<file path="config.mk">
export PLATFORM = sky130hd
export DESIGN_NAME = multi_8_8_seq_ctrl
export DESIGN_NICKNAME = d
export VERILOG_FILES = /design/src/rtl/mult_seq_pkg.sv /design/src/rtl/pp_nibble_mult.sv /design/src/rtl/multi_8_8_seq_ctrl.sv
export SDC_FILE = /design/constraint.sdc
export NUM_CORES = 1
export LEC_CHECK = 0
export BUFFER_PORTS_ARGS = -buffer_cell sky130_fd_sc_hd__buf_2
export CORE_MARGIN = 5
export CORE_UTILIZATION = 40
export DETAILED_ROUTE_END_ITERATION = 7
export MAX_ROUTING_LAYER = met4
export SYNTH_ARGS = -nofsm -noshare
export SYNTH_HDL_FRONTEND = slang
export SYNTH_SLANG_ARGS = --single-unit
</file>
<file path="constraint.sdc">
create_clock -name clk -period 9.8 [get_ports clk]
set_input_delay 0.98 -clock clk [delete_from_list [all_inputs] [get_ports clk]]
set_output_delay 0.98 -clock clk [all_outputs]
set_load 0.03 [all_outputs]
</file>
<file path="src/rtl/mult_seq_pkg.sv">
// Shared types, widths and step-to-shift mapping for the sequenced 8x8 multiplier.
package mult_seq_pkg;

    localparam int unsigned NIB_W     = 4;
    localparam int unsigned OP_W      = 8;
    localparam int unsigned P_W       = 16;
    localparam int unsigned NUM_STEPS = 4;
    localparam int unsigned CNT_W     = $clog2(NUM_STEPS);
    localparam int unsigned SH_W      = 4;

    typedef enum logic [1:0] {
        IDLE  = 2'd0,
        ISSUE = 2'd1,
        DRAIN = 2'd2
    } state_e;

    // Partial-product weight for each issue step: {0,4,4,8}
    function automatic logic [SH_W-1:0] step_shift(input logic [CNT_W-1:0] step);
        case (step)
            2'd0:    return SH_W'(0);
            2'd1:    return SH_W'(4);
            2'd2:    return SH_W'(4);
            default: return SH_W'(8);
        endcase
    endfunction

endpackage

</file>
<file path="src/rtl/pp_nibble_mult.sv">
// Registered unsigned 4x4 nibble multiplier, one-cycle latency.
module pp_nibble_mult
    import mult_seq_pkg::*;
(
    input  logic                 clk,
    input  logic                 clr_n,
    input  logic [NIB_W-1:0]     a_i,
    input  logic [NIB_W-1:0]     b_i,
    output logic [2*NIB_W-1:0]   p_o
);

    logic [2*NIB_W-1:0] p_q;

    always_ff @(posedge clk or negedge clr_n) begin
        if (!clr_n) p_q <= '0;
        else        p_q <= (2*NIB_W)'(a_i) * (2*NIB_W)'(b_i);
    end

    assign p_o = p_q;

endmodule

</file>
<file path="src/rtl/multi_8_8_seq_ctrl.sv">
// 8x8 unsigned multiply sequenced over one shared 4x4 nibble multiplier.
// Optional macro MULT_ZERO_SKIP_EN: zero operands complete in one edge.
module multi_8_8_seq_ctrl
    import mult_seq_pkg::*;
#(
    parameter int unsigned OUT_HOLD = 1
) (
    input  logic            clk,
    input  logic            clr_n,
    input  logic            start,
    input  logic [OP_W-1:0] a,
    input  logic [OP_W-1:0] b,
    output logic            busy,
    output logic            done,
    output logic [P_W-1:0]  p
);

`ifdef MULT_ZERO_SKIP_EN
    localparam bit ZERO_SKIP = 1'b1;
`else
    localparam bit ZERO_SKIP = 1'b0;
`endif
    localparam logic [CNT_W-1:0] LAST_STEP = CNT_W'(NUM_STEPS - 1);

    state_e              state_q, state_d;
    logic [CNT_W-1:0]    cnt_q, cnt_d;
    logic [OP_W-1:0]     a_q, a_d, b_q, b_d;
    logic [P_W-1:0]      acc_q, acc_d, p_q, p_d;
    logic                tag_vld_q, tag_vld_d;
    logic [SH_W-1:0]     tag_shift_q, tag_shift_d;
    logic                done_q, done_d, busy_q, busy_d;

    logic [NIB_W-1:0]    nib_a_c, nib_b_c;
    logic [2*NIB_W-1:0]  pp_c;
    logic [P_W-1:0]      pp_shift_c;
    logic                skip_c;

    // Step bit 1 selects the high multiplicand nibble, bit 0 the high multiplier nibble
    assign nib_a_c    = cnt_q[1] ? a_q[OP_W-1:NIB_W] : a_q[NIB_W-1:0];
    assign nib_b_c    = cnt_q[0] ? b_q[OP_W-1:NIB_W] : b_q[NIB_W-1:0];
    assign pp_shift_c = P_W'(pp_c) << tag_shift_q;
    assign skip_c     = ZERO_SKIP && ((a == '0) || (b == '0));

    pp_nibble_mult u_mult (
        .clk   (clk),
        .clr_n (clr_n),
        .a_i   (nib_a_c),
        .b_i   (nib_b_c),
        .p_o   (pp_c)
    );

    always_ff @(posedge clk or negedge clr_n) begin
        if (!clr_n) begin
            state_q     <= IDLE;
            cnt_q       <= '0;
            a_q         <= '0;
            b_q         <= '0;
            acc_q       <= '0;
            tag_vld_q   <= 1'b0;
            tag_shift_q <= '0;
            p_q         <= '0;
            done_q      <= 1'b0;
            busy_q      <= 1'b0;
        end else begin
            state_q     <= state_d;
            cnt_q       <= cnt_d;
            a_q         <= a_d;
            b_q         <= b_d;
            acc_q       <= acc_d;
            tag_vld_q   <= tag_vld_d;
            tag_shift_q <= tag_shift_d;
            p_q         <= p_d;
            done_q      <= done_d;
            busy_q      <= busy_d;
        end
    end

    always_comb begin
        state_d = state_q;
        case (state_q)
            IDLE:    if (start && !skip_c) state_d = ISSUE;
            ISSUE:   if (cnt_q == LAST_STEP) state_d = DRAIN;
            DRAIN:   state_d = IDLE;
            default: state_d = IDLE;
        endcase
    end

    // Datapath: the shift tag travels with the multiplier's one-cycle latency
    always_comb begin
        cnt_d       = cnt_q;
        a_d         = a_q;
        b_d         = b_q;
        acc_d       = acc_q;
        tag_vld_d   = 1'b0;
        tag_shift_d = tag_shift_q;
        p_d         = p_q;
        done_d      = 1'b0;
        busy_d      = busy_q;
        case (state_q)
            IDLE: begin
                if (start) begin
                    if (skip_c) begin
                        p_d    = '0;
                        done_d = 1'b1;
                    end else begin
                        a_d    = a;
                        b_d    = b;
                        cnt_d  = '0;
                        acc_d  = '0;
                        busy_d = 1'b1;
                        if (OUT_HOLD == 0) p_d = '0;
                    end
                end
            end
            ISSUE: begin
                cnt_d       = CNT_W'(cnt_q + CNT_W'(1));
                tag_vld_d   = 1'b1;
                tag_shift_d = step_shift(cnt_q);
                if (tag_vld_q) acc_d = acc_q + pp_shift_c;
            end
            DRAIN: begin
                p_d    = acc_q + pp_shift_c;
                done_d = 1'b1;
                busy_d = 1'b0;
                cnt_d  = '0;
            end
            default: begin
                busy_d = 1'b0;
            end
        endcase
    end

    assign p    = p_q;
    assign done = done_q;
    assign busy = busy_q;

endmodule

</file>
==> impl_metrics.yaml <==
yosys:
  synth_fa_ha_area_frac: 0.124
  synth_ff_type: "dfrtp_1"
  synthXorXnorAreaFrac: 0.0398
  ys_seq_elements: 65
  synth_edf_count: 0
  synth_top_family_by_area: "simple AND/OR/NAND/NOR gates"
  synth_cells: 372
  synth-simple-area-share: 0.164
  synth_mux_area_frac: 0.0802
  yosys_warnings: 0
  syn_avg_cell_area_um2: 10.1
  syn-num-nets: 425
  netlist_area_um2: 3740
  synth.distinct_cells: 50
  synth_compound_area_frac: 0.123
  async_reset_ff_frac: 1.00
  synth-seq-area-share: 0.434
clock_network:
  cts-root-buf: "clkbuf_8"
  clkTransAtPathRegs_ns: 0.07
  clock-sinks: 65
  postCtsHoldBufs: 0
  numCtsBuffers: 9
  cts_resized: 0
  cts_tree: "yes"
  cts_setup_buffers: 0
  clk_path_buf_depth: 2
  clk_latency_ns: 0.34
  h-tree-depth: 3
worst_setup_path:
  start_kind: "register"
  cp_cell_sequence: "mux2i_1 -> or2_2 -> fa_1 -> inv_1 -> fa_1 -> ha_1 -> a21o_1 -> a21oi_1 -> o21bai_1 -> a21oi_1 -> xnor2_1"
  cpPeakStageDelay_ns: 0.54
  cp_top_family: "adder cells"
  slowest_stage: "dfrtp_1"
  worstPathMaxFanout: 8
  crit_arrival_ns: 3.60
  worst-path-buf-inv: 1
  critPathRequiredTime_ns: 10.06
  r2r_setup_slack_ns: 6.47
  cp-end-kind: "register"
  worstSetupPathType: "register to register"
timing:
  slew_viol_final: 0
  rsz0062_at_grt: "false"
  fmax_ghz: 0.300
  hold_viol: 0
  finalSetupTns_ns: 0
  setup_viol: 0
  setup_ws_ns: 6.47
  tightest_slew_ns: 1.08
  whs_ns: 0.472
  relSlewSlack: 0.279
  fin_crit_sh: 0.340
  min_period_ns: 3.33
  fin_skew_ns: 0.00738
power_and_ir_drop:
  irDropWorstVdd_mv: 0.159
  total_power_uw: 1600
  power_density_nw_per_um2: 383
  p_leak_uw: 0.00204
global_route:
  grt_pass1_wl_mm: 13.2
  track_usage: 0.150
  grt_max_degree: 66
  antenna_found_initial: 0
  grt-ovfl-total: 0
  grt_pass1_vias: 2773
layout:
  syn_to_final_growth_pct: 11.9
  nNetsFinal: 459
  final_area_um2: 4190
  n_antenna_cell: 0
  multi_input_area_um2: 1980
  regArea_um2: 1630
  drive_above_1_share: 0.207
  nFillCells: 915
worst_hold_path:
  holdCritPathClass: "register to register"
die:
  core_region_area_um2: 9200
  ios: 37
  dieHeight_um: 107
  fp-row-count: 35
  dieArea_um2: 11400
  initial_core_util: 0.407
  die_x_um: 107
route:
  route.vias.total: 2680
  wl_mm: 7.44
  drtPass1Iterations: 4
  post_drt_via_cell_ratio: 5.13
  dr.first_iter.drc_count: 95
  drc: 0
  antenna_left: 0
  wl_per_cell_um: 14.3
placed_design:
  post_dp_cell_area_um2: 4010
  gp_congestion: 0.877
  dp_slack_ns: 6.47
  port_buffers: 36
  dp_hpwl_mm: 5.56
status:
  status: "finished clean"
run:
  drv_cap: 0
==> flip-flops by register name, summed over array words and instances (netlist names), 2 cells and up <==
name and count:
tag_shift_q 2, p 16, b_q 8, cnt_q 2, a_q 8, acc_q 16
state_q 2, u_mult.p_o 8
==> final cells by class <==
class / instances / area share
Timing Repair Buffer: 37 / 0.0448
Tap cell: 111 / 0.0331
Multi-Input combinational cell: 274 / 0.474
Clock buffer: 11 / 0.0361
Sequential cell: 65 / 0.388
Clock inverter: 5 / 0.00717
Inverter: 19 / 0.0170
==> through the flow <==
| step | utilization | instances |
|---|---|---|
| floorplan | - | 372 |
| global placement | 0.436 | 506 |
| detailed placement | 0.436 | 506 |
| CTS | 0.456 | 522 |
| global route | 0.456 | 522 |
| finish | 0.456 | 522 |
==> routing by layer <==
metal | share of wire | track usage | up-vias | wire length (um)
li1 | - | - | 1355 | -
met1 | 0.46 | 0.182 | 1261 | 3450
met2 | 0.48 | 0.243 | 49 | 3590
met3 | 0.031 | 0.0331 | 15 | 229
met4 | 0.022 | 0.0575 | 0 | 167
met5 | 0 | - | - | 0
==> Yosys cell counts, types with 3 or more instances <==
cell | count | area (um^2)
xor2_1 | 7 | 61.3
o21ai_1 | 7 | 35.0
nand2b_1 | 5 | 31.3
buf_2 | 5 | 25.0
mux2i_1 | 12 | 120
and2_1 | 6 | 37.5
or2_2 | 6 | 37.5
a31oi_1 | 3 | 18.8
nand3_1 | 10 | 50.1
fa_1 | 5 | 100
mux2_2 | 16 | 180
nand2_1 | 43 | 161
inv_1 | 18 | 67.6
a21o_1 | 5 | 37.5
nor2b_1 | 8 | 50.1
a22o_1 | 4 | 35.0
xnor2_1 | 10 | 87.6
clkbuf_1 | 8 | 30.0
o21ai_0 | 24 | 120
dfrtp_1 | 65 | 1630
a21oi_1 | 16 | 80.1
nor2_1 | 22 | 82.6
ha_1 | 29 | 363
a211oi_1 | 3 | 22.5
==> cell families after synthesis <==
group                    Yosys count
AO/OA/AOI/OAI                     75
XOR/XNOR                          17
adder cells (fa/ha/maj)           34
buffers and inverters             33
flip-flops                        65
multiplexers                      28
AND/OR/NAND/NOR                  120
==> worst min-delay path: cells and delay by family, from the launching register on <==
kind,cells,cell delay [ns]
AO/OA/AOI/OAI,1,0.06
AND/OR/NAND/NOR,1,0.04
flip-flops,1,0.34
==> worst paths after layout <==
check                      startpoint       endpoint  cells after the start
setup / recovery             cnt_q[0]  u_mult.p_o[7]                     11
hold reg to reg                  p[4]           p[4]                      2
hold / removal                   p[4]           p[4]                      2
max in group asynchronous       clr_n         a_q[6]                      2
setup reg to reg             cnt_q[0]  u_mult.p_o[7]                     11
min in group asynchronous       clr_n           p[2]                      2
==> power by group <==
part / internal, uW / switching (uW) / total, uW
Clock: 104 / 103 / 207
Combinational: 374 / 541 / 915
Sequential: 395 / 86.9 / 482
==> cells in the final DEF, fill, tap and decap left out, types with 3 or more instances in the layout <==
master / n
nor2b_1: 8
a211oi_1: 3
clkinv_2: 3
dfrtp_1: 65
xnor2_1: 10
or2_2: 6
ha_1: 29
buf_2: 36
xor2_1: 7
a22o_1: 4
nand2_1: 43
nand3_1: 10
nand2b_1: 5
o21ai_0: 24
o21ai_1: 7
fa_1: 5
inv_1: 18
and2_1: 6
mux2i_1: 12
clkbuf_8: 11
a31oi_1: 3
nor2_1: 22
mux2_2: 16
a21o_1: 5
a21oi_1: 16
No activity file was read; power rests on OpenSTA's default activity.
